$ cat src/rtl/prescaled_counter_pkg.sv
// Shared constants, step-source encoding and counter-width helpers for prescaled_counter.
package prescaled_counter_pkg;

  localparam int CLK50M_HZ    = 50_000_000;
  localparam int DEF_PRESCALE = CLK50M_HZ / 2;

  typedef enum logic {
    SRC_TICK = 1'b0,
    SRC_STEP = 1'b1
  } step_src_e;

  function automatic int presc_cnt_w(input int prescale);
    return ($clog2(prescale) < 1) ? 1 : $clog2(prescale);
  endfunction

  function automatic int db_cnt_w(input int cycles);
    return ($clog2(cycles + 1) < 1) ? 1 : $clog2(cycles + 1);
  endfunction

endpackage

$ cat src/rtl/tick_prescaler.sv
// Free-running divider producing a one-cycle TICK every PRESCALE cycles of CLK50M.
module tick_prescaler
  import prescaled_counter_pkg::*;
#(
  parameter int PRESCALE = DEF_PRESCALE
) (
  input  logic CLK50M,
  input  logic reset,
  output logic TICK
);

  localparam int            CW   = presc_cnt_w(PRESCALE);
  localparam logic [CW-1:0] LAST = CW'(PRESCALE - 1);

  logic [CW-1:0] cnt_q;
  logic [CW-1:0] cnt_d;

  // Next divider count, wrapping at PRESCALE-1
  always_comb begin
    cnt_d = cnt_q;
    if (cnt_q == LAST) begin
      cnt_d = '0;
    end else begin
      cnt_d = cnt_q + CW'(1);
    end
  end

  // Divider register
  always_ff @(posedge CLK50M) begin
    if (reset) begin
      cnt_q <= '0;
    end else begin
      cnt_q <= cnt_d;
    end
  end

  assign TICK = (cnt_q == LAST);

endmodule

$ cat src/rtl/prescaled_counter.sv
// Modulo up/down counter with load/clear, ENP/ENT cascade enables and a prescaler or STEP source.
// Build option: define PRESCALED_COUNTER_DEBOUNCE_EN to insert the STEP debounce filter.
module prescaled_counter
  import prescaled_counter_pkg::*;
#(
  parameter int WIDTH           = 4,
  parameter int MODULUS         = 10,
  parameter int PRESCALE        = DEF_PRESCALE,
  parameter int DEBOUNCE_CYCLES = 500_000
) (
  input  logic             CLK50M,
  input  logic             reset,
  input  logic             STEP,
  input  logic             SRC_SEL,
  input  logic             UP,
  input  logic             LDb,
  input  logic             CLRb,
  input  logic             ENP,
  input  logic             ENT,
  input  logic [WIDTH-1:0] D,
  output logic [WIDTH-1:0] Q,
  output logic             RCO,
  output logic             isHalf,
  output logic             TICK
);

  localparam logic [WIDTH-1:0] MAX_Q  = WIDTH'(MODULUS - 1);
  localparam logic [WIDTH-1:0] HALF_Q = WIDTH'(MODULUS / 2);

  logic             tick_s;
  logic             sync1_q;
  logic             sync2_q;
  logic             filt_s;
  logic             prev_q;
  logic             edge_s;
  logic             step_s;
  logic [WIDTH-1:0] q_q;
  logic [WIDTH-1:0] q_d;

  tick_prescaler #(
    .PRESCALE(PRESCALE)
  ) u_prescaler (
    .CLK50M(CLK50M),
    .reset (reset),
    .TICK  (tick_s)
  );

  // Two-flop synchroniser for the asynchronous push-button
  always_ff @(posedge CLK50M) begin
    if (reset) begin
      sync1_q <= 1'b0;
      sync2_q <= 1'b0;
    end else begin
      sync1_q <= STEP;
      sync2_q <= sync1_q;
    end
  end

`ifdef PRESCALED_COUNTER_DEBOUNCE_EN
  localparam int            DW      = db_cnt_w(DEBOUNCE_CYCLES);
  localparam logic [DW-1:0] DB_LAST = DW'(DEBOUNCE_CYCLES - 1);

  logic [DW-1:0] db_cnt_q;
  logic [DW-1:0] db_cnt_d;
  logic          filt_q;
  logic          filt_d;

  // Filtered level only follows a new level held for DEBOUNCE_CYCLES cycles
  always_comb begin
    db_cnt_d = '0;
    filt_d   = filt_q;
    if (sync2_q != filt_q) begin
      if (db_cnt_q == DB_LAST) begin
        filt_d   = sync2_q;
        db_cnt_d = '0;
      end else begin
        db_cnt_d = db_cnt_q + DW'(1);
      end
    end else begin
      db_cnt_d = '0;
    end
  end

  // Debounce state
  always_ff @(posedge CLK50M) begin
    if (reset) begin
      db_cnt_q <= '0;
      filt_q   <= 1'b0;
    end else begin
      db_cnt_q <= db_cnt_d;
      filt_q   <= filt_d;
    end
  end

  assign filt_s = filt_q;
`else
  // DEBOUNCE_CYCLES has no role without the filter
  logic unused_db_s;
  assign unused_db_s = (DEBOUNCE_CYCLES > 0);
  assign filt_s      = sync2_q;
`endif

  // Edge-detector history
  always_ff @(posedge CLK50M) begin
    if (reset) begin
      prev_q <= 1'b0;
    end else begin
      prev_q <= filt_s;
    end
  end

  // Edges seen while the tick source is selected are simply dropped
  assign edge_s = filt_s & ~prev_q;
  assign step_s = (step_src_e'(SRC_SEL) == SRC_STEP) ? edge_s : tick_s;

  // Counter next state: clear, then clamped load, then enabled step
  always_comb begin
    q_d = q_q;
    if (!CLRb) begin
      q_d = '0;
    end else if (!LDb) begin
      q_d = (D > MAX_Q) ? MAX_Q : D;
    end else if (ENP && ENT && step_s) begin
      if (UP) begin
        q_d = (q_q == MAX_Q) ? '0 : q_q + WIDTH'(1);
      end else begin
        q_d = (q_q == '0) ? MAX_Q : q_q - WIDTH'(1);
      end
    end else begin
      q_d = q_q;
    end
  end

  // Count register
  always_ff @(posedge CLK50M) begin
    if (reset) begin
      q_q <= '0;
    end else begin
      q_q <= q_d;
    end
  end

  assign Q      = q_q;
  assign RCO    = ENT & (UP ? (q_q == MAX_Q) : (q_q == '0));
  assign isHalf = (q_q >= HALF_Q);
  assign TICK   = tick_s;

endmodule

$ cat config.mk
export PLATFORM = sky130hd
export DESIGN_NAME = prescaled_counter
export DESIGN_NICKNAME = d
export VERILOG_FILES = /design/src/rtl/prescaled_counter_pkg.sv /design/src/rtl/tick_prescaler.sv /design/src/rtl/prescaled_counter.sv
export SDC_FILE = /design/constraint.sdc
export NUM_CORES = 1
export LEC_CHECK = 0
export CAP_MARGIN = 10
export CORE_UTILIZATION = 59
export DETAILED_ROUTE_END_ITERATION = 10
export PLACE_DENSITY = 0.94
export SYNTH_ARGS = -nofsm -noshare
export SYNTH_HDL_FRONTEND = slang
export SYNTH_SLANG_ARGS = --single-unit
$ cat constraint.sdc
create_clock -name CLK50M -period 3.8 [get_ports CLK50M]
set_clock_uncertainty 0.05 [all_clocks]
set_input_delay 0.76 -clock CLK50M [delete_from_list [all_inputs] [get_ports CLK50M]]
set_output_delay 0.76 -clock CLK50M [all_outputs]
set_load 0.02 [all_outputs]
== Yosys cells after proc, flatten, opt, wreduce, memory -nomap -nowiden ==
Index checks and enable logic that the tools add are counted.
Operators by class
  $add $sub $neg: 3
  $lt $le $gt $ge: 2
  eq/ne operators: 3
  mux-type cells: 8
  bitwise gates (word level): 4
  reduce and logical (&&, ||, !) cells: 5
Operator list (number)
  adder 25 x 1 -> 25 bit, second input constant: 1
  == test 25 bit, second input constant: 1
  two-way mux 4 bit: 6
  adder 4 x 1 -> 4 bit, second input constant: 1
  == test 4 bit, second input constant: 1
  >= comparator 4 x 3 -> 1 bit, second input constant: 1
  greater-than comparator 4 bit, second input constant: 1
  logical NOT 4 bit: 1
  OR reduction 2 bit: 2
  subtractor 4 x 1 -> 4 bit, second input constant: 1
  AND 1 bit: 2
  logical AND 1 bit: 2
  two-way mux 1 bit: 2
  != test 2 x 1 -> 1 bit, second input constant: 1
  NOT 1 bit: 2
Storage, ports and cells
  register bits after elaboration: 32
  input bits: 13
  output and inout port bits: 7

== Logic depth before layout (Yosys ltp) ==
Gate-level depths: netlist of the first run.
  depth in word-level cells: 6
  depth in mapped cells: 6
  gate-level depth less buffers: 5

== Hierarchy ==
From an unflattened synthesis of the first run, not the netlist that was laid out.
Second synthesis, totals
  cell total of the unflattened synthesis: 198
  area, all modules: 1726.7 um^2
By module, submodules not included
  tick_prescaler: instances 1, cells an instance 138, area each 1223.7 um^2, sequential area each 500.5 um^2
  prescaled_counter: instances 1, cells an instance 60, area each 503.0 um^2, sequential area each 140.1 um^2

== Worst setup path before layout of the first run ==
No wires, ideal clock.
  path type: register -> output
  from: register u_prescaler.cnt_q[0]
  to: output port TICK
  data arrival time: 1.787 ns
  required time: 2.990 ns
  path slack: 1.203 ns
  stages on the path, launching flop included: 5
  path buffers: 0
  cell sequence: dfxtp_1 -> ha_1 -> nand2_1 -> or4_4 -> nor3_1
Between the ends
  longest elaborated chain between the ends: 1
RTL lines
  start, declared: line tick_prescaler.sv:15  | logic [CW-1:0] cnt_q;
  start signal, assigned: line tick_prescaler.sv:33  | cnt_q <= cnt_d;
  == test 25 bit: line tick_prescaler.sv:37  | assign TICK = (cnt_q == LAST);
  end, declared: line prescaled_counter.sv:24  | output logic TICK
Every way passes these cells.

== Final worst setup path of the first run ==
Ends and elaborated chain as after synthesis.

==> results.ini, run 1 <==
[final_layout]
fin_nets=234
multi_input_area_sq_mm=0.00102
antennaDiodeCount=0
regArea_sq_um=641
drive_gt1_frac=0.0864
fill_cells=236
area_growth_pct=12.1

[global_routing]
antenna_found_initial=0
gr-usage-met2=0.413
use_met1=0.283
grt_pass1_wl_um=6110
grt_pass1_vias=1445
overflow=0
grt_max_degree=25
grt_use_met3=0.0576
grt.busiest_layer=met2
gr-usage-all-layers=0.246

[timing]
worst_pin_slew_ps=937
setup_viol_count_final=0
period_needed_ps=3330
hold_viol=0
fin_tns_setup_ps=0
drv_slew=0
hold_ws_ps=391
relSlewSlack=0.376
rsz0062_at_grt=no
period_share=0.877
max_freq_mhz=300

[yosys]
ys_warn_count=0
seq_area_frac_synth=0.365
synth-seq-cells=32
synth_nets=219
syn_avg_cell_area_sq_um=8.57
synth_ff_type=dfxtp_1
synthCells=205
synth_cell_types=47
ys_async_sr_fraction=0
synth_enable_flop_cells=0
syn_area_sq_mm=0.00176

[worst_hold_path]
hold_class=register to register

[clock_tree]
cts.clk_slew.worst_paths_ps=80
cts_resized=0
clk_latency_ps=340
post_cts_buffers=0
htree_levels=2
cts_buffer_depth=2
numCtsBuffers=5
cts_tree=yes
cts_hold_buf=0
cts-root-buf=clkbuf_4
clock_sinks=32

[power]
leakage_nw=0.643
power_density_mw_per_mm2=299
max-vdd-ir-drop_v=0.000279

[die]
die_w_um=56.6
ios=20
initial_core_util=0.632
die_y_um=56.6
row_count=19
core_area_sq_mm=0.00278
dieArea_sq_mm=0.00320

[worst_setup_path]
worst_ep_required_time_ps=2990
crit_arrival_ps=2520
slowest_delay_ps=630
worst_path_dominant_cell_family=simple AND/OR/NAND/NOR gates
worst-path-buf-inv=1
cp-end-kind=output port
start_kind=register
path_cells=ha_1, nand2_1, or4_4, nor3_1, clkdlybuf4s50_1
critical_path_class=register to output port
cp_max_fo=6
critical_path.slowest_cell=clkdlybuf4s50_1

[routing]
vias=1554
dr.pass1.iters=4
drt_iter0_drc=57
drc=0
ant_nets=0
wl_um=3450
routedWlPerCell_um=13.7
vias_per_cell=6.19

[job]
drv_cap=0

[placement]
dpl.hpwl_um=2490
routabilityCongestion=0.841
io_buffers=19

[status]
outcome=completed

[flip-flops by register name, summed over array words and instances (netlist names)]
signal,flops
sync1_q,1
filt_s,1
prev_q,1
Q,4
u_prescaler.cnt_q,25
[cell families (layout without fill, tap and decap cells)]
group	count (synthesis)	in the layout	synth area share
compound gates	37	37	0.148
xor+xnor	16	16	0.0798
fa+ha+maj	1	1	0.00712
buf+inv	18	33	0.0527
flops	32	32	0.365
mux	2	2	0.0114
simple gates	99	99	0.336
[synth_stat cells (2+ instances only)]
| cell | n | area [sq um] |
|---|---|---|
| o21ai_0 | 7 | 35.0 |
| or4_1 | 5 | 37.5 |
| nand4_1 | 9 | 56.3 |
| clkbuf_1 | 7 | 26.3 |
| nand3_1 | 10 | 50.1 |
| or3_1 | 3 | 18.8 |
| dfxtp_1 | 32 | 641 |
| nor4b_1 | 2 | 17.5 |
| a32o_1 | 2 | 20.0 |
| o31ai_1 | 6 | 45.0 |
| a21oi_1 | 8 | 40.0 |
| xor2_1 | 5 | 43.8 |
| nand2b_1 | 3 | 18.8 |
| xnor2_1 | 11 | 96.3 |
| nand4_4 | 2 | 42.5 |
| a211oi_1 | 5 | 37.5 |
| nor2b_1 | 6 | 37.5 |
| inv_1 | 6 | 22.5 |
| nor3_1 | 2 | 10.0 |
| and3_1 | 3 | 18.8 |
| nand2_1 | 11 | 41.3 |
| mux2i_1 | 2 | 20.0 |
| or3_2 | 2 | 15.0 |
| buf_6 | 3 | 33.8 |
| or4_4 | 2 | 22.5 |
| nor2_1 | 23 | 86.3 |
| or2_2 | 2 | 12.5 |
| a31oi_1 | 2 | 12.5 |
| nor4_1 | 6 | 37.5 |
[cells in the final DEF (no fill, tap or decap), types with 2 or more instances in the layout]
master           Yosys  layout
a211oi_1             5       5
a21oi_1              8       8
a31oi_1              2       2
a32o_1               2       2
and3_1               3       3
clkbuf_4             0       5
clkdlybuf4s50_1      0      19
dfxtp_1             32      32
inv_1                6       6
mux2i_1              2       2
nand2_1             11      11
nand2b_1             3       3
nand3_1             10      10
nand4_1              9       9
nand4_4              2       2
nor2_1              23      23
nor2b_1              6       6
nor3_1               2       2
nor4_1               6       6
nor4b_1              2       2
o21ai_0              7       7
o31ai_1              6       6
or2_2                2       2
or3_1                3       3
or3_2                2       2
or4_1                5       5
or4_4                2       2
xnor2_1             11      11
xor2_1               5       5
[area by class of cell]
cell class | instances | area share
multi-input cells | 155 | 0.520
flip-flops and latches | 32 | 0.325
repair buffers | 20 | 0.100
clock buffers | 6 | 0.0210
well taps | 31 | 0.0197
inverters | 6 | 0.0114
clock inverters | 1 | 0.00254
[per-stage QoR]
step           area, sq um  power, W  utilization  cells  setup WS, ps
2_1_floorplan         1760  0.000393            -    205          1200
3_3_place_gp          1920  0.000416        0.691    244           597
3_5_place_dp          1920  0.000417        0.691    244           591
4_1_cts               1970  0.000593        0.708    251           443
5_1_grt               1970  0.000612        0.708    251           346
6_report              1970  0.000588        0.708    251           467
[final timing paths]
check | startpoint | end | slack [ps] | cells after the start
worst min-delay path | sync1_q$_SDFF_PP0_ | filt_s$_SDFF_PP0_ | 390 | 1
worst min register to register | sync1_q$_SDFF_PP0_ | filt_s$_SDFF_PP0_ | 390 | 1
worst max-delay path | u_prescaler.cnt_q[0]$_SDFF_PP0_ | TICK | 470 | 5
worst max register to register | u_prescaler.cnt_q[0]$_SDFF_PP0_ | u_prescaler.cnt_q[8]$_SDFF_PP0_ | 1270 | 5
[power breakdown]
group / total (W) / switching (W) / internal, W
combinational: 0.0000593 / 0.0000276 / 0.0000317
sequential: 0.000350 / 0.00000923 / 0.000341
clock: 0.000179 / 0.000111 / 0.0000679
[per-layer routing]
layer	wire [um]	part of all wire
met3	97	0.028
met2	1700	0.49
met5	0	0
met1	1580	0.46
met4	69	0.020
Note: power is estimated with default switching activity, not from simulation.
==> inputs of run 2 (changes only) <==
--- a/config.mk
+++ b/config.mk
@@ -6,9 +6,12 @@
 export NUM_CORES = 1
 export LEC_CHECK = 0
 export CAP_MARGIN = 10
-export CORE_UTILIZATION = 59
+export CELL_PAD_IN_SITES_DETAIL_PLACEMENT = 1
+export CELL_PAD_IN_SITES_GLOBAL_PLACEMENT = 2
+export CORE_UTILIZATION = 36
 export DETAILED_ROUTE_END_ITERATION = 10
-export PLACE_DENSITY = 0.94
+export PLACE_DENSITY_LB_ADDON = 0.1
 export SYNTH_ARGS = -nofsm -noshare
 export SYNTH_HDL_FRONTEND = slang
+export SYNTH_HIERARCHICAL = 1
 export SYNTH_SLANG_ARGS = --single-unit
==> run 2 against run 1 <==
Net effect: the flow now finishes with violations (DRC); clock-buffer cell count is the same; highest routed layer unchanged; power grew 13%; combinational power fell by 13%; synthesized cell count fell by 3.4%; core utilization fell by 26 points; flip-flop and latch count unchanged; worst setup slack gained 7.8 ps.
==> results.ini, run 2 <==
[worst_setup_path]
start_kind=input pin
cp-end-kind=output port
worst_ep_required_time_ps=2990  ; about the same
worst_r2r_path_depth=6  ; +1
cp_max_fo=9  ; +3
crit_arrival_ps=2520  ; about the same
critical_path_class=input pin to output port

[clock_tree]
cts_hold_buf=0  ; unchanged
cts_buffer_depth=2  ; unchanged
numCtsBuffers=5  ; unchanged
htree_levels=2  ; unchanged
cts.clk_slew.worst_paths_ps=60  ; -20 ps
cts_resized=0  ; unchanged
clock_sinks=32  ; unchanged
post_cts_buffers=0  ; unchanged
cts-root-buf=clkbuf_8
cts_tree=yes
clk_latency_ps=280  ; -60 ps

[global_routing]
grt_pass1_wl_um=7650  ; +25%
antenna_found_initial=0  ; unchanged
grt_pass1_vias=1591  ; +10%
gr-usage-all-layers=0.192  ; -0.0538
overflow=0  ; unchanged
grt_max_degree=16  ; -36%

[routing]
ant_nets=0  ; unchanged
wl_um=4260  ; +23%
vias=1556  ; +0.13%
vias_per_cell=5.78  ; -6.6%
dr.pass1.iters=7  ; +3
routedWlPerCell_um=15.8  ; +15%
drc=1  ; +1
drt_iter0_drc=25  ; -56%

[final_layout]
layout_common_cells=32 x dfxtp_1, 19 x clkdlybuf4s50_1, 16 x nor2_1, 13 x nand2_1, 12 x a21oi_1
final_common_cell=dfxtp_1
antennaDiodeCount=0  ; unchanged
top_register=u_prescaler/cnt_q
regArea_sq_um=641  ; unchanged
multi_input_area_sq_um=997  ; -2.6%
layout.cells.non_filler=269  ; +7.2%
fin_nets=230  ; -1.7%
fill_cells=534  ; +130%
largest_reg_flops=25  ; unchanged
drive_gt1_frac=0.0783  ; -0.00802
design_area_sq_mm=0.00202  ; +2.4%
area_growth_pct=16.7

[timing]
drv_slew=0  ; unchanged
max_freq_mhz=301  ; +0.23%
setup_viol_count_final=0  ; unchanged
period_share=0.875  ; -0.00205
hold_ws_ps=405  ; +14.4 ps
fin_ws_ps=475  ; +7.78 ps
fin_tns_setup_ps=0  ; unchanged
hold_viol=0  ; unchanged
period_needed_ps=3330  ; -7.78 ps
rsz0062_at_grt=no
worst_pin_slew_ps=684  ; -252 ps
relSlewSlack=0.542  ; +0.167

[yosys]
synth-simple-area-share=0.324  ; -0.0123
muxShareOfSynthArea=0.00580  ; -0.00560
synth_compound_area_frac=0.165  ; +0.0171
synth_commonest_cells=32 x dfxtp_1, 16 x nor2_1, 13 x nand2_1, 12 x a21oi_1
synth_top_area_share=0.371  ; +0.00634
synthXorXnorAreaFrac=0.0754  ; -0.00441
syn_avg_cell_area_sq_um=8.72  ; +1.8%
synth_ff_type=dfxtp_1
synth_largest_area_cell=dfxtp_1
synthAdderAreaFrac=0.00725  ; +0.000124
synth-seq-cells=32  ; unchanged
ys_async_sr_fraction=0  ; unchanged
synth_enable_flop_cells=0  ; unchanged
synthCells=198  ; -3.4%
syn_area_sq_mm=0.00173  ; -1.7%
synth_most_common_cell=dfxtp_1
ys_top_cells_by_area=dfxtp_1 37%, xor2_1 5.1%, a21oi_1 3.5%
synth_top_family_by_area=simple AND/OR/NAND/NOR gates
seq_area_frac_synth=0.371  ; +0.00634
ys_warn_count=6  ; +6
synth_cell_types=46  ; -2.1%
synth_nets=212  ; -3.2%

[die]
ios=20  ; unchanged
core_area_sq_mm=0.00447  ; +61%
die_y_um=71.3  ; +26%
die_w_um=71.3  ; +26%
row_count=24  ; +5
dieArea_sq_mm=0.00508  ; +59%
initial_core_util=0.386  ; -0.246

[power]
leakage_nw=0.696  ; +8.2%
power_density_mw_per_mm2=331  ; +11%
max-vdd-ir-drop_v=0.000204  ; -27%

[placement]
pre_cts_slack_ps=478  ; -113 ps
dp.cells=261  ; +7.0%
dpl.hpwl_um=3170  ; +27%
dpl_cell_area_sq_mm=0.00192  ; unchanged
io_buffers=19  ; unchanged
routabilityCongestion=0.766  ; -8.9%

[job]
drv_cap=0  ; unchanged

[worst_hold_path]
holdPathStages=1  ; unchanged
hold_class=register to register

[status]
failed_checks=DRC
outcome=finished, violations left

==> run 2: cell count changes after synthesis, sizes merged, moves of 3 or more <==
cell / previous run / this run
xor2: 5 / 11
and4: 2 / 5
clkbuf: 8 / 3
o21ai: 7 / 10
nor4: 6 / 3
nand4b: 0 / 3
buf: 4 / 7
a21oi: 9 / 13
nor2: 23 / 16
xnor2: 11 / 3
and3: 3 / 6
a211oi: 5 / 2
==> run 2: cells by family (layout without fill, tap and decap cells) <==
logic type               after synthesis  count (layout)
AND/OR/NAND/NOR                       95              95
AO/OA/AOI/OAI                         41              41
flip-flops                            32              32
XOR/XNOR                              14              14
buffers and inverters                 14              33
adder cells (fa/ha/maj)                1               1
multiplexers                           1               1
==> run 2: final timing paths <==
| kind | start | to | slack [ps] |
|---|---|---|---|
| max | UP | RCO | 470 |
| min | sync1_q$_SDFF_PP0_ | filt_s$_SDFF_PP0_ | 410 |
| min reg2reg | sync1_q$_SDFF_PP0_ | filt_s$_SDFF_PP0_ | 410 |
| max reg2reg | u_prescaler/cnt_q[8]$_SDFF_PP0_ | Q[1]$_SDFFE_PP0P_ | 1440 |
==> run 2: through the flow <==
| step | power (W) | utilization |
|---|---|---|
| after floorplan | 0.000384 | - |
| after global placement | 0.000405 | 0.430 |
| after detailed placement | 0.000407 | 0.430 |
| after CTS | 0.000678 | 0.451 |
| after global routing | 0.000701 | 0.451 |
| final | 0.000666 | 0.451 |
==> run 2: critical path: stages <==
cell and delay (ps):
clkdlybuf4s50_1 570, or2_1 310, o21ai_1 120, and3_1 160, clkdlybuf4s50_1 600
==> run 2: final cells by class <==
type                            count  share of cell area
Multi-Input combinational cell    152               0.495
Sequential cell                    32               0.318
Timing Repair Buffer               21               0.102
Clock buffer                        6              0.0410
Tap cell                           52              0.0323
Inverter                            4             0.00745
Clock inverter                      2             0.00497
==> run 2: power breakdown <==
part,switching (W),total (W),leakage [nW],internal (W)
logic,0.0000242,0.0000516,0.385,0.0000274
clock network,0.000123,0.000267,0.0510,0.000144
registers,0.00000723,0.000348,0.259,0.000341
==> run 2: routing by layer <==
metal | up-vias | routed length [um] | track usage
met5 | - | 0 | 0
met4 | 0 | 57 | 0.0600
met1 | 757 | 2080 | 0.259
met2 | 25 | 1960 | 0.304
met3 | 7 | 157 | 0.0450
li1 | 767 | - | -
==> inputs of run 3 (changes only) <==
--- a/config.mk
+++ b/config.mk
@@ -5,6 +5,7 @@
 export SDC_FILE = /design/constraint.sdc
 export NUM_CORES = 1
 export LEC_CHECK = 0
+export ABC_CLOCK_PERIOD_IN_PS = 3800
 export CAP_MARGIN = 10
 export CELL_PAD_IN_SITES_DETAIL_PLACEMENT = 1
 export CELL_PAD_IN_SITES_GLOBAL_PLACEMENT = 2
==> results of run 3 <==
Same layout as run 2: the final DEF is identical, and so are final timing and power.
